File: src/rtl/soqpsk_pkg.sv
// Shared encodings and helpers for the SOQPSK ternary receive path.
package soqpsk_pkg;

  localparam logic [1:0] TERN_POS  = 2'b01;
  localparam logic [1:0] TERN_ZERO = 2'b00;
  localparam logic [1:0] TERN_NEG  = 2'b11;

  localparam int DW_DEF = 18;
  localparam int CW_DEF = 16;

  // Data bit to antipodal level: 1 -> +1, 0 -> -1.
  function automatic logic signed [1:0] bitSign(input logic b);
    return b ? 2'sb01 : 2'sb11;
  endfunction

endpackage

File: src/rtl/soqpsk_ternary_decoder_if.sv
// Discriminator-side inputs, configuration and recovered-bit outputs of the ternary decoder.
interface soqpsk_ternary_decoder_if import soqpsk_pkg::*; #(
  parameter int DW = DW_DEF,
  parameter int CW = CW_DEF
);
  logic                 sampleEn;
  logic signed [DW-1:0] discIn;
  logic                 symSync;
  logic [CW-1:0]        symDivider;
  logic [3:0]           accShift;
  logic [DW-1:0]        threshold;
  logic [1:0]           ternOut;
  logic                 bitOut;
  logic                 bitValid;
  logic                 bitClk;
  logic                 signErr;
  logic [15:0]          errCount;

  modport master (
    output sampleEn, discIn, symSync, symDivider, accShift, threshold,
    input  ternOut, bitOut, bitValid, bitClk, signErr, errCount
  );

  modport slave (
    input  sampleEn, discIn, symSync, symDivider, accShift, threshold,
    output ternOut, bitOut, bitValid, bitClk, signErr, errCount
  );
endinterface

File: src/rtl/soqpsk_int_dump.sv
// Per-symbol integrate-and-dump of discriminator samples with symbol-phase restart.
module soqpsk_int_dump import soqpsk_pkg::*; #(
  parameter int DW = DW_DEF,
  parameter int CW = CW_DEF,
  parameter int AW = DW + CW
) (
  input  logic                 clk,
  input  logic                 reset,
  input  logic                 sampleEn,
  input  logic signed [DW-1:0] discIn,
  input  logic                 symSync,
  input  logic [CW-1:0]        symDivider,
  output logic signed [AW-1:0] dump,
  output logic                 dumpEn
);

  logic [CW-1:0]        cnt;
  logic                 armed;
  logic signed [AW-1:0] acc;
  logic signed [AW-1:0] discExt;
  logic [CW-1:0]        effCnt;

  // Until the first sample after reset, the count behaves as freshly loaded from symDivider.
  always_comb begin
    effCnt  = armed ? cnt : symDivider;
    discExt = {{(AW-DW){discIn[DW-1]}}, discIn};
    dump    = acc + discExt;
    dumpEn  = sampleEn && !symSync && (effCnt == '0);
  end

  always_ff @(posedge clk or negedge reset) begin
    if (!reset) begin
      cnt   <= '0;
      armed <= 1'b0;
      acc   <= '0;
    end else if (symSync) begin
      cnt   <= symDivider;
      armed <= 1'b1;
      acc   <= '0;
    end else if (sampleEn) begin
      armed <= 1'b1;
      if (effCnt == '0) begin
        cnt <= symDivider;
        acc <= '0;
      end else begin
        cnt <= effCnt - CW'(1);
        acc <= dump;
      end
    end
  end

endmodule

File: src/rtl/soqpsk_ternary_decoder.sv
// SOQPSK receive decoder: slices integrated discriminator output to {-1,0,+1},
// inverts the precoder and flags sign-rule violations.
module soqpsk_ternary_decoder import soqpsk_pkg::*; #(
  parameter int DW = DW_DEF,
  parameter int CW = CW_DEF,
  parameter int AW = DW + CW
) (
  input logic               clk,
  input logic               reset,
  soqpsk_ternary_decoder_if.slave bus
);

  function automatic logic [15:0] satInc(input logic [15:0] c);
    return (c == 16'hFFFF) ? c : c + 16'd1;
  endfunction

  logic signed [AW-1:0] dump_p0;
  logic                 dumpEn_p0;
  logic signed [DW:0]   n_p0;
  logic signed [DW:0]   thr_p0;
  logic [1:0]           tern_p0;

  logic [1:0]           ternOut_p1;
  logic                 vld_p1;

  logic                 alphaNz;
  logic                 bitNew;
  logic signed [1:0]    prod;
  logic signed [1:0]    expSign;
  logic                 viol;
  logic [CW-1:0]        halfLoad;

  logic                 bitOut_p2;
  logic                 vld_p2;
  logic                 signErr_p2;
  logic                 bitClk_p2;
  logic [15:0]          errCount_p2;
  logic [CW-1:0]        halfCnt;
  logic                 b1;
  logic                 b2;
  logic                 kOdd;

  soqpsk_int_dump #(.DW(DW), .CW(CW), .AW(AW)) intDump (
    .clk        (clk),
    .reset      (reset),
    .sampleEn   (bus.sampleEn),
    .discIn     (bus.discIn),
    .symSync    (bus.symSync),
    .symDivider (bus.symDivider),
    .dump       (dump_p0),
    .dumpEn     (dumpEn_p0)
  );

  // Stage p0: slicer on the dump-cycle accumulator; exactly +/-threshold slices to 0.
  always_comb begin
    n_p0   = (DW+1)'(dump_p0 >>> bus.accShift);
    thr_p0 = {1'b0, bus.threshold};
    if (n_p0 > thr_p0)       tern_p0 = TERN_POS;
    else if (n_p0 < -thr_p0) tern_p0 = TERN_NEG;
    else                     tern_p0 = TERN_ZERO;
  end

  // Stage p1: registered ternary symbol.
  always_ff @(posedge clk or negedge reset) begin
    if (!reset) begin
      ternOut_p1 <= TERN_ZERO;
      vld_p1     <= 1'b0;
    end else begin
      vld_p1 <= dumpEn_p0;
      if (dumpEn_p0) ternOut_p1 <= tern_p0;
    end
  end

  // A nonzero symbol must carry sign (+/-)(a[k-1]*a[k]), '+' on odd symbol index.
  always_comb begin
    alphaNz  = (ternOut_p1 != TERN_ZERO);
    bitNew   = b2 ^ alphaNz;
    prod     = bitSign(b1) * bitSign(bitNew);
    expSign  = kOdd ? prod : -prod;
    viol     = alphaNz && ($signed(ternOut_p1) != expSign);
    halfLoad = CW'(({1'b0, bus.symDivider} + (CW+1)'(1)) >> 1);
  end

  // Stage p2: recovered bit, checker, error counter and bit clock.
  always_ff @(posedge clk or negedge reset) begin
    if (!reset) begin
      bitOut_p2   <= 1'b0;
      vld_p2      <= 1'b0;
      signErr_p2  <= 1'b0;
      bitClk_p2   <= 1'b0;
      errCount_p2 <= '0;
      halfCnt     <= '0;
      b1          <= 1'b0;
      b2          <= 1'b0;
      kOdd        <= 1'b0;
    end else begin
      vld_p2     <= 1'b0;
      signErr_p2 <= 1'b0;
      if (vld_p1) begin
        bitOut_p2  <= bitNew;
        vld_p2     <= 1'b1;
        signErr_p2 <= viol;
        if (viol) errCount_p2 <= satInc(errCount_p2);
        b2         <= b1;
        b1         <= bitNew;
        kOdd       <= ~kOdd;
        bitClk_p2  <= 1'b1;
        halfCnt    <= halfLoad;
      end else if (bitClk_p2) begin
        if (halfCnt == '0) begin
          bitClk_p2 <= 1'b0;
        end else if (bus.sampleEn) begin
          halfCnt <= halfCnt - CW'(1);
          if (halfCnt == CW'(1)) bitClk_p2 <= 1'b0;
        end
      end
      if (bus.symSync) kOdd <= 1'b0;
    end
  end

  assign bus.ternOut  = ternOut_p1;
  assign bus.bitOut   = bitOut_p2;
  assign bus.bitValid = vld_p2;
  assign bus.bitClk   = bitClk_p2;
  assign bus.signErr  = signErr_p2;
  assign bus.errCount = errCount_p2;

endmodule

File: src/flat_wrapper.sv
// flat-port wrapper written by rule: the top's interface ports become plain ports
module soqpsk_ternary_decoder_flat import soqpsk_pkg::*;
#(
  parameter int DW = DW_DEF,
  parameter int CW = CW_DEF,
  parameter int AW = DW + CW
)
  (clk, reset, bus_sampleEn, bus_discIn, bus_symSync, bus_symDivider, bus_accShift, bus_threshold, bus_ternOut, bus_bitOut, bus_bitValid, bus_bitClk, bus_signErr, bus_errCount);
  soqpsk_ternary_decoder_if #(.DW(DW), .CW(CW)) bus_i ();
  input logic clk;
  input logic reset;
  input wire logic [$bits(bus_i.sampleEn)-1:0] bus_sampleEn;
  input wire logic [$bits(bus_i.discIn)-1:0] bus_discIn;
  input wire logic [$bits(bus_i.symSync)-1:0] bus_symSync;
  input wire logic [$bits(bus_i.symDivider)-1:0] bus_symDivider;
  input wire logic [$bits(bus_i.accShift)-1:0] bus_accShift;
  input wire logic [$bits(bus_i.threshold)-1:0] bus_threshold;
  output wire logic [$bits(bus_i.ternOut)-1:0] bus_ternOut;
  output wire logic [$bits(bus_i.bitOut)-1:0] bus_bitOut;
  output wire logic [$bits(bus_i.bitValid)-1:0] bus_bitValid;
  output wire logic [$bits(bus_i.bitClk)-1:0] bus_bitClk;
  output wire logic [$bits(bus_i.signErr)-1:0] bus_signErr;
  output wire logic [$bits(bus_i.errCount)-1:0] bus_errCount;
  assign bus_i.sampleEn = bus_sampleEn;
  assign bus_i.discIn = bus_discIn;
  assign bus_i.symSync = bus_symSync;
  assign bus_i.symDivider = bus_symDivider;
  assign bus_i.accShift = bus_accShift;
  assign bus_i.threshold = bus_threshold;
  assign bus_ternOut = bus_i.ternOut;
  assign bus_bitOut = bus_i.bitOut;
  assign bus_bitValid = bus_i.bitValid;
  assign bus_bitClk = bus_i.bitClk;
  assign bus_signErr = bus_i.signErr;
  assign bus_errCount = bus_i.errCount;
  soqpsk_ternary_decoder #(.DW(DW), .CW(CW), .AW(AW)) u_core (.clk(clk), .reset(reset), .bus(bus_i));
endmodule
File: config.mk
export PLATFORM = sky130hd
export DESIGN_NAME = soqpsk_ternary_decoder_flat
export DESIGN_NICKNAME = d
export VERILOG_FILES = /design/src/rtl/soqpsk_pkg.sv /design/src/rtl/soqpsk_ternary_decoder_if.sv /design/src/rtl/soqpsk_int_dump.sv /design/src/rtl/soqpsk_ternary_decoder.sv /design/src/flat_wrapper.sv
export SDC_FILE = /design/constraint.sdc
export NUM_CORES = 1
export LEC_CHECK = 0
export BUFFER_PORTS_ARGS = -buffer_cell sky130_fd_sc_hd__buf_2
export CAP_MARGIN = 25
export CORE_ASPECT_RATIO = 0.75
export CORE_MARGIN = 5
export CORE_UTILIZATION = 45
export CTS_CLUSTER_DIAMETER = 40
export DETAILED_ROUTE_END_ITERATION = 6
export HOLD_SLACK_MARGIN = 0.05
export PLACE_DENSITY = 0.64
export SKIP_CTS_REPAIR_TIMING = 1
export SYNTH_ARGS = -nofsm -noshare
export SYNTH_HDL_FRONTEND = slang
export SYNTH_SLANG_ARGS = --single-unit
File: constraint.sdc
create_clock -name clk -period 6.7 [get_ports clk]
set_clock_uncertainty 0.05 [all_clocks]
set_input_delay 0.67 -clock clk [delete_from_list [all_inputs] [get_ports clk]]
set_output_delay 0.67 -clock clk [all_outputs]
set_load 0.02 [all_outputs]
* After elaboration in Yosys (flattened, before gate mapping)
Index checks and enable logic that the tools add are counted.
** Storage, ports and cells
- Bits in registers :: 92
- Input port bits :: 60
- Word-level logic and storage cells :: 71
** Operators by class
- Add/subtract/negate cells :: 7
- Multipliers :: 1
- Magnitude comparators :: 2
- Equality and inequality tests :: 4
- Shifts and indexed selects :: 1
- Mux-type cells :: 27
- Bitwise gates (word level) :: 3
- Reductions and logical operators :: 13
** Operator list (count)
- two-way mux 16 bit :: 8
- two-way mux 34 bit :: 3
- adder 34 x 18 -> 34 bit :: 1
- >>> shifter 34 x 4 -> 19 bit :: 1
- zero test 16 bit :: 2
- subtractor 16 x 1 -> 16 bit, second input constant :: 2
- > comparator 19 bit :: 1
- < comparator 19 bit :: 1
- negation 18 -> 19 bit :: 1
- adder 16 x 1 -> 17 bit, second input constant :: 1
- adder 16 x 1 -> 16 bit, second input constant :: 1
- equality test 16 x 1 -> 1 bit, second input constant :: 1
- equality test 16 bit, second input constant :: 1
- two-way mux 1 bit :: 11
- two-way mux 2 bit :: 5
- nonzero test 2 bit :: 5
- AND reduction 3 bit :: 2
- logical AND 1 bit :: 3
- multiplier 2 x 2 -> 2 bit :: 1
- inequality test 2 x 1 -> 1 bit, second input constant :: 1
- inequality test 2 bit :: 1
- negation 2 bit :: 1
- inverter 1 bit :: 2
- zero test 1 bit :: 1
- XOR 1 bit :: 1

* Logic depth before layout (Yosys ltp)
- Word-level depth :: 9
- Mapped depth :: 21
- Depth with buffers taken out :: 21

* Hierarchy
Synthesis repeated with hierarchy kept, for this count alone.
** Second synthesis, totals
- Cells, all modules :: 1081
- Area, all modules :: 9161.3 um^2
** By module, submodules not included
- soqpsk_ternary_decoder :: times used 1, cells each 546, area an instance 4616.9 um^2, seq. area each 1026.0 um^2
- soqpsk_int_dump :: times used 1, cells each 535, area an instance 4544.4 um^2, seq. area each 1276.2 um^2

* Worst setup path after synthesis
Ideal clock, no wire load.
- Kind :: input to register
- From :: in bus_discIn[0]
- To :: reg u_core.ternOut_p1[1] (netlist: u_core.bus.ternOut[1])
- Arrival time :: 4862 ps
- Slack :: 1668 ps
- Cell stages on the path :: 19
- Path buffers :: 0
- Path through :: ha_1 -> fa_1 -> a211oi_1 -> o21ai_1 -> a22oi_1 -> and2_1 -> xnor2_1 -> mux4_2 -> mux4_2 -> ha_1 -> nor2b_1 -> o21a_1 -> o21a_1 -> o211ai_1 -> a31oi_1 -> o211a_1 -> inv_1 -> or4b_1 -> and3b_1
** Between the ends
- Word-level cells in the longest chain between the ends :: 5
- Elaborated cells between the ends (all ways) :: 6
- Those cells by class :: add/sub: 1; order compare: 2; shift: 1; mux: 2
** Ends and longest elaborated chain
- start: declaration :: line flat_wrapper.sv:13 : input wire logic [$bits(bus_i.discIn)-1:0] bus_discIn;
- adder 34 x 18 -> 34 bit (*) :: line soqpsk_int_dump.sv:27 : dump = acc + discExt;
- >>> shifter 34 x 4 -> 19 bit (*) :: line soqpsk_ternary_decoder.sv:56 : n_p0 = (DW+1)'(dump_p0 >>> bus.accShift);
- < comparator 19 bit :: line soqpsk_ternary_decoder.sv:59 : else if (n_p0 < -thr_p0) tern_p0 = TERN_NEG;
- two-way mux 2 bit :: line soqpsk_ternary_decoder.sv:59
- two-way mux 2 bit (*) :: line soqpsk_ternary_decoder.sv:58 : if (n_p0 > thr_p0) tern_p0 = TERN_POS;
- end signal: assignment :: line soqpsk_ternary_decoder.sv:70 : if (dumpEn_p0) ternOut_p1 <= tern_p0;
- end: declaration :: line soqpsk_ternary_decoder.sv:23 : logic [1:0] ternOut_p1;
Mark *: on every way between the ends. The rest lies on a longest branch, timed or not.
A chain may end at the register's enable or synchronous reset.

* Final worst setup path
- From :: in bus_discIn[17]
- To :: reg u_core.ternOut_p1[1] (netlist: u_core.bus.ternOut[1])
The elaborated chain is that of the path after synthesis.

==> impl_metrics.tcl <==
set metrics [dict create \
    critical_path_depth 18 \
    drc 10 \
    avgSynthCellArea_um2 8.21 \
    synth_commonest_cells "nand2_1 (123), nor2_1 (96), dfrtp_1 (92)" \
    violations "design-rule violations" \
    cts_max_level 3 \
    firstDrtPassIters 7 \
    p_seq_frac 0.270 \
    syn2layout_area_growth_pct 8.23 \
    dp_cells 1537 \
    grt_pass1_wl_um 49200 \
    maxCapViolations 0 \
    viasPerCell 6.24 \
    grt_overflow_total 0 \
    rsz0062_at_grt "no" \
    ant_nets 0 \
    cts.path.max_buffers 2 \
    outcome "finished with violations" \
    crit_path_max_incr_delay_ps 670 \
    synth_cells 1220 \
    ys_seq_area_frac 0.230 \
    clk_pin_slew_worst_paths_ps 70 \
    postLayoutCoreUtil 0.493 \
    layout-drive-gt1-share 0.131 \
    n_fill_cell 2185 \
    clkPwrFrac 0.199 \
    max_freq_mhz 176 \
    cts-buffers-inserted 9 \
    placed_area_um2 10600 \
    final_design_area_no_fill_um2 10800 \
    cp_max_fo 18 \
    critPathTopFamily "compound AO/OA/AOI/OAI gates" \
    period_share 0.847 \
    io_buffers 81 \
    min_path_type "in -> async" \
    leakage_nw 4.81 \
    yosysMostFrequentCell "nand2_1" \
    clock-sinks 92 \
    clk_latency_ps 350 \
    place_congestion 0.997 \
    reg2reg_depth 20 \
    path_class "in -> reg" \
    power_mw 2.38 \
    start_util 0.455 \
    slew-limit-headroom 0.332 \
    synth_cell_type_count 95 \
    crit_buf_inv 2 \
    netSwitchingFraction 0.431 \
    die_x_um 182 \
    drtIter0Drc 964 \
    yosysTopAreaCell "dfrtp_1" \
    core.rowCount 47 \
    die_y_um 139 \
    setup_violations 0 \
    register_area_um2 2300 \
    synth-edff-count 0 \
    grt_start_max_net_pins 59 \
    crit_required_ps 6900 \
    wirelength_um 29900 \
    nets 1390 \
    synth_top_area_share 0.230 \
    core_um2 22000 \
    power.density_nw_per_um2 219 \
    internal_power_mw 1.35 \
    yosys_register_bits 92 \
    syn-cell-area_um2 10000 \
    cts_root_buf "clkbuf_16" \
    dieArea_um2 25400 \
    crit_path_start "bus_discIn[17]" \
    insertedDiodeCount 0 \
    layout.cells.non_filler 1552 \
    hold_slack_ps 134 \
    cp_slowest_cell "o21ai_0" \
    yosys_warnings 0 \
    async_flop_share 1.00 \
    netlist_top_cells_area "dfrtp_1 (23%), ha_1 (9.4%), xnor2_1 (5.5%)" \
    ys.flop_type "dfrtp_1" \
    io_pins 82 \
    start_kind "primary input" \
    reg2reg_from "u_core.intDump.acc[0]" \
    grt.total_usage 0.234 \
    dp_slack_ps 852 \
    cp-end-kind "flip-flop" \
    timing.final.ws_setup_ps 1020 \
    min_period_ps 5680 \
    multi_input_area_um2 7270 \
    tns_ps 0 \
    grt_pass1_vias 8977 \
    antenna_found_initial 1 \
    vias 9681 \
    cp_cell_sequence "buf_2, ha_1, a21oi_1, o21ai_0, o21ai_0, mux2i_1, a211o_1, a221oi_1, mux2i_1, o211ai_1, ha_1, nand4_1, nor3_1, a21oi_1, o211a_1, inv_1, or4b_1, and3b_1" \
    place_hpwl_um 22800 \
    worstMarginPinSlew_ps 991 \
    critPathArrivalTime_ps 5870 \
    hold_violations 0 \
    synth_nets 1356 \
    wl_per_cell_um 19.3 \
    combPwrFrac 0.531 \
    irDropWorstVdd_mv 0.146 \
    cts_tree "yes" \
    slew_viol_final 0 \
    p_switching_mw 1.02 \
]
-- final cells by class --
type | count | share of cell area
clock buffers | 13 | 0.0222
clock inverters | 2 | 0.00115
inverters | 42 | 0.0145
multi-input cells | 1019 | 0.670
flip-flops and latches | 92 | 0.212
well taps | 294 | 0.0339
repair buffers | 90 | 0.0457
-- metal layers --
| metal | vias to the layer above | global-route usage | wire [um] |
|---|---|---|---|
| met5 | - | 0 | 11 |
| met4 | 2 | 0.0490 | 461 |
| li1 | 4634 | - | - |
| met3 | 39 | 0.0522 | 2470 |
| met1 | 4607 | 0.364 | 14700 |
| met2 | 399 | 0.331 | 12300 |
-- kinds of logic after synthesis --
family,count (synthesis),synth area share
xor gates and xnor gates,90,0.0787
and+or+nand+nor,448,0.225
DFF,92,0.230
adders and majority gates,76,0.0957
buffers and inverters,109,0.0456
AOI/OAI and AO/OA,345,0.240
muxes,60,0.0852
-- final timing paths --
check	end	slack [ps]
worst max-delay path	u_core.bus.ternOut[1]	1020
worst min-delay path	u_core.intDump.cnt[3]	130
worst min register to register	u_core.intDump.cnt[1]	440
min in group clk	u_core.intDump.cnt[1]	440
worst max register to register	u_core.bus.ternOut[1]	1150
max in group asynchronous	u_core.intDump.acc[0]	5450
-- flip-flops by register name (all words and copies together) (netlist names) --
name	count
u_core.bus.bitValid	1
u_core.intDump.armed	1
u_core.vld_p1	1
u_core.kOdd	1
u_core.intDump.acc	34
u_core.bus.errCount	16
u_core.intDump.cnt	16
u_core.bus.signErr	1
u_core.b2	1
u_core.bus.ternOut	2
u_core.bus.bitClk	1
u_core.bus.bitOut	1
u_core.halfCnt	16
-- power groups by stage --
| stage | Clock [mW] | Sequential, mW | Combinational, mW |
|---|---|---|---|
| 2_1_floorplan | 0 | 0.638 | 0.921 |
| 3_3_place_gp | 0 | 0.650 | 1.22 |
| 3_5_place_dp | 0 | 0.650 | 1.23 |
| 4_1_cts | 0.492 | 0.640 | 1.24 |
| 5_1_grt | 0.507 | 0.647 | 1.39 |
| 6_report | 0.473 | 0.641 | 1.26 |
-- layout by cell type, fill, tap and decap left out, types with 14 or more instances in the layout --
master    instances
o21ai_0          75
a22o_1           23
and3_1           14
buf_2            80
dfrtp_1          92
nand2_1         123
xnor2_1          63
a21oi_1          77
mux4_2           19
nand4_1          31
a21o_1           16
a211oi_1         17
nand2b_1         21
inv_1            39
nor2_1           95
nand3_1          38
and2_1           14
xor2_1           27
nor3_1           44
mux2i_1          29
ha_1             75
or3_1            14
No activity file was read; power rests on OpenSTA's default activity.
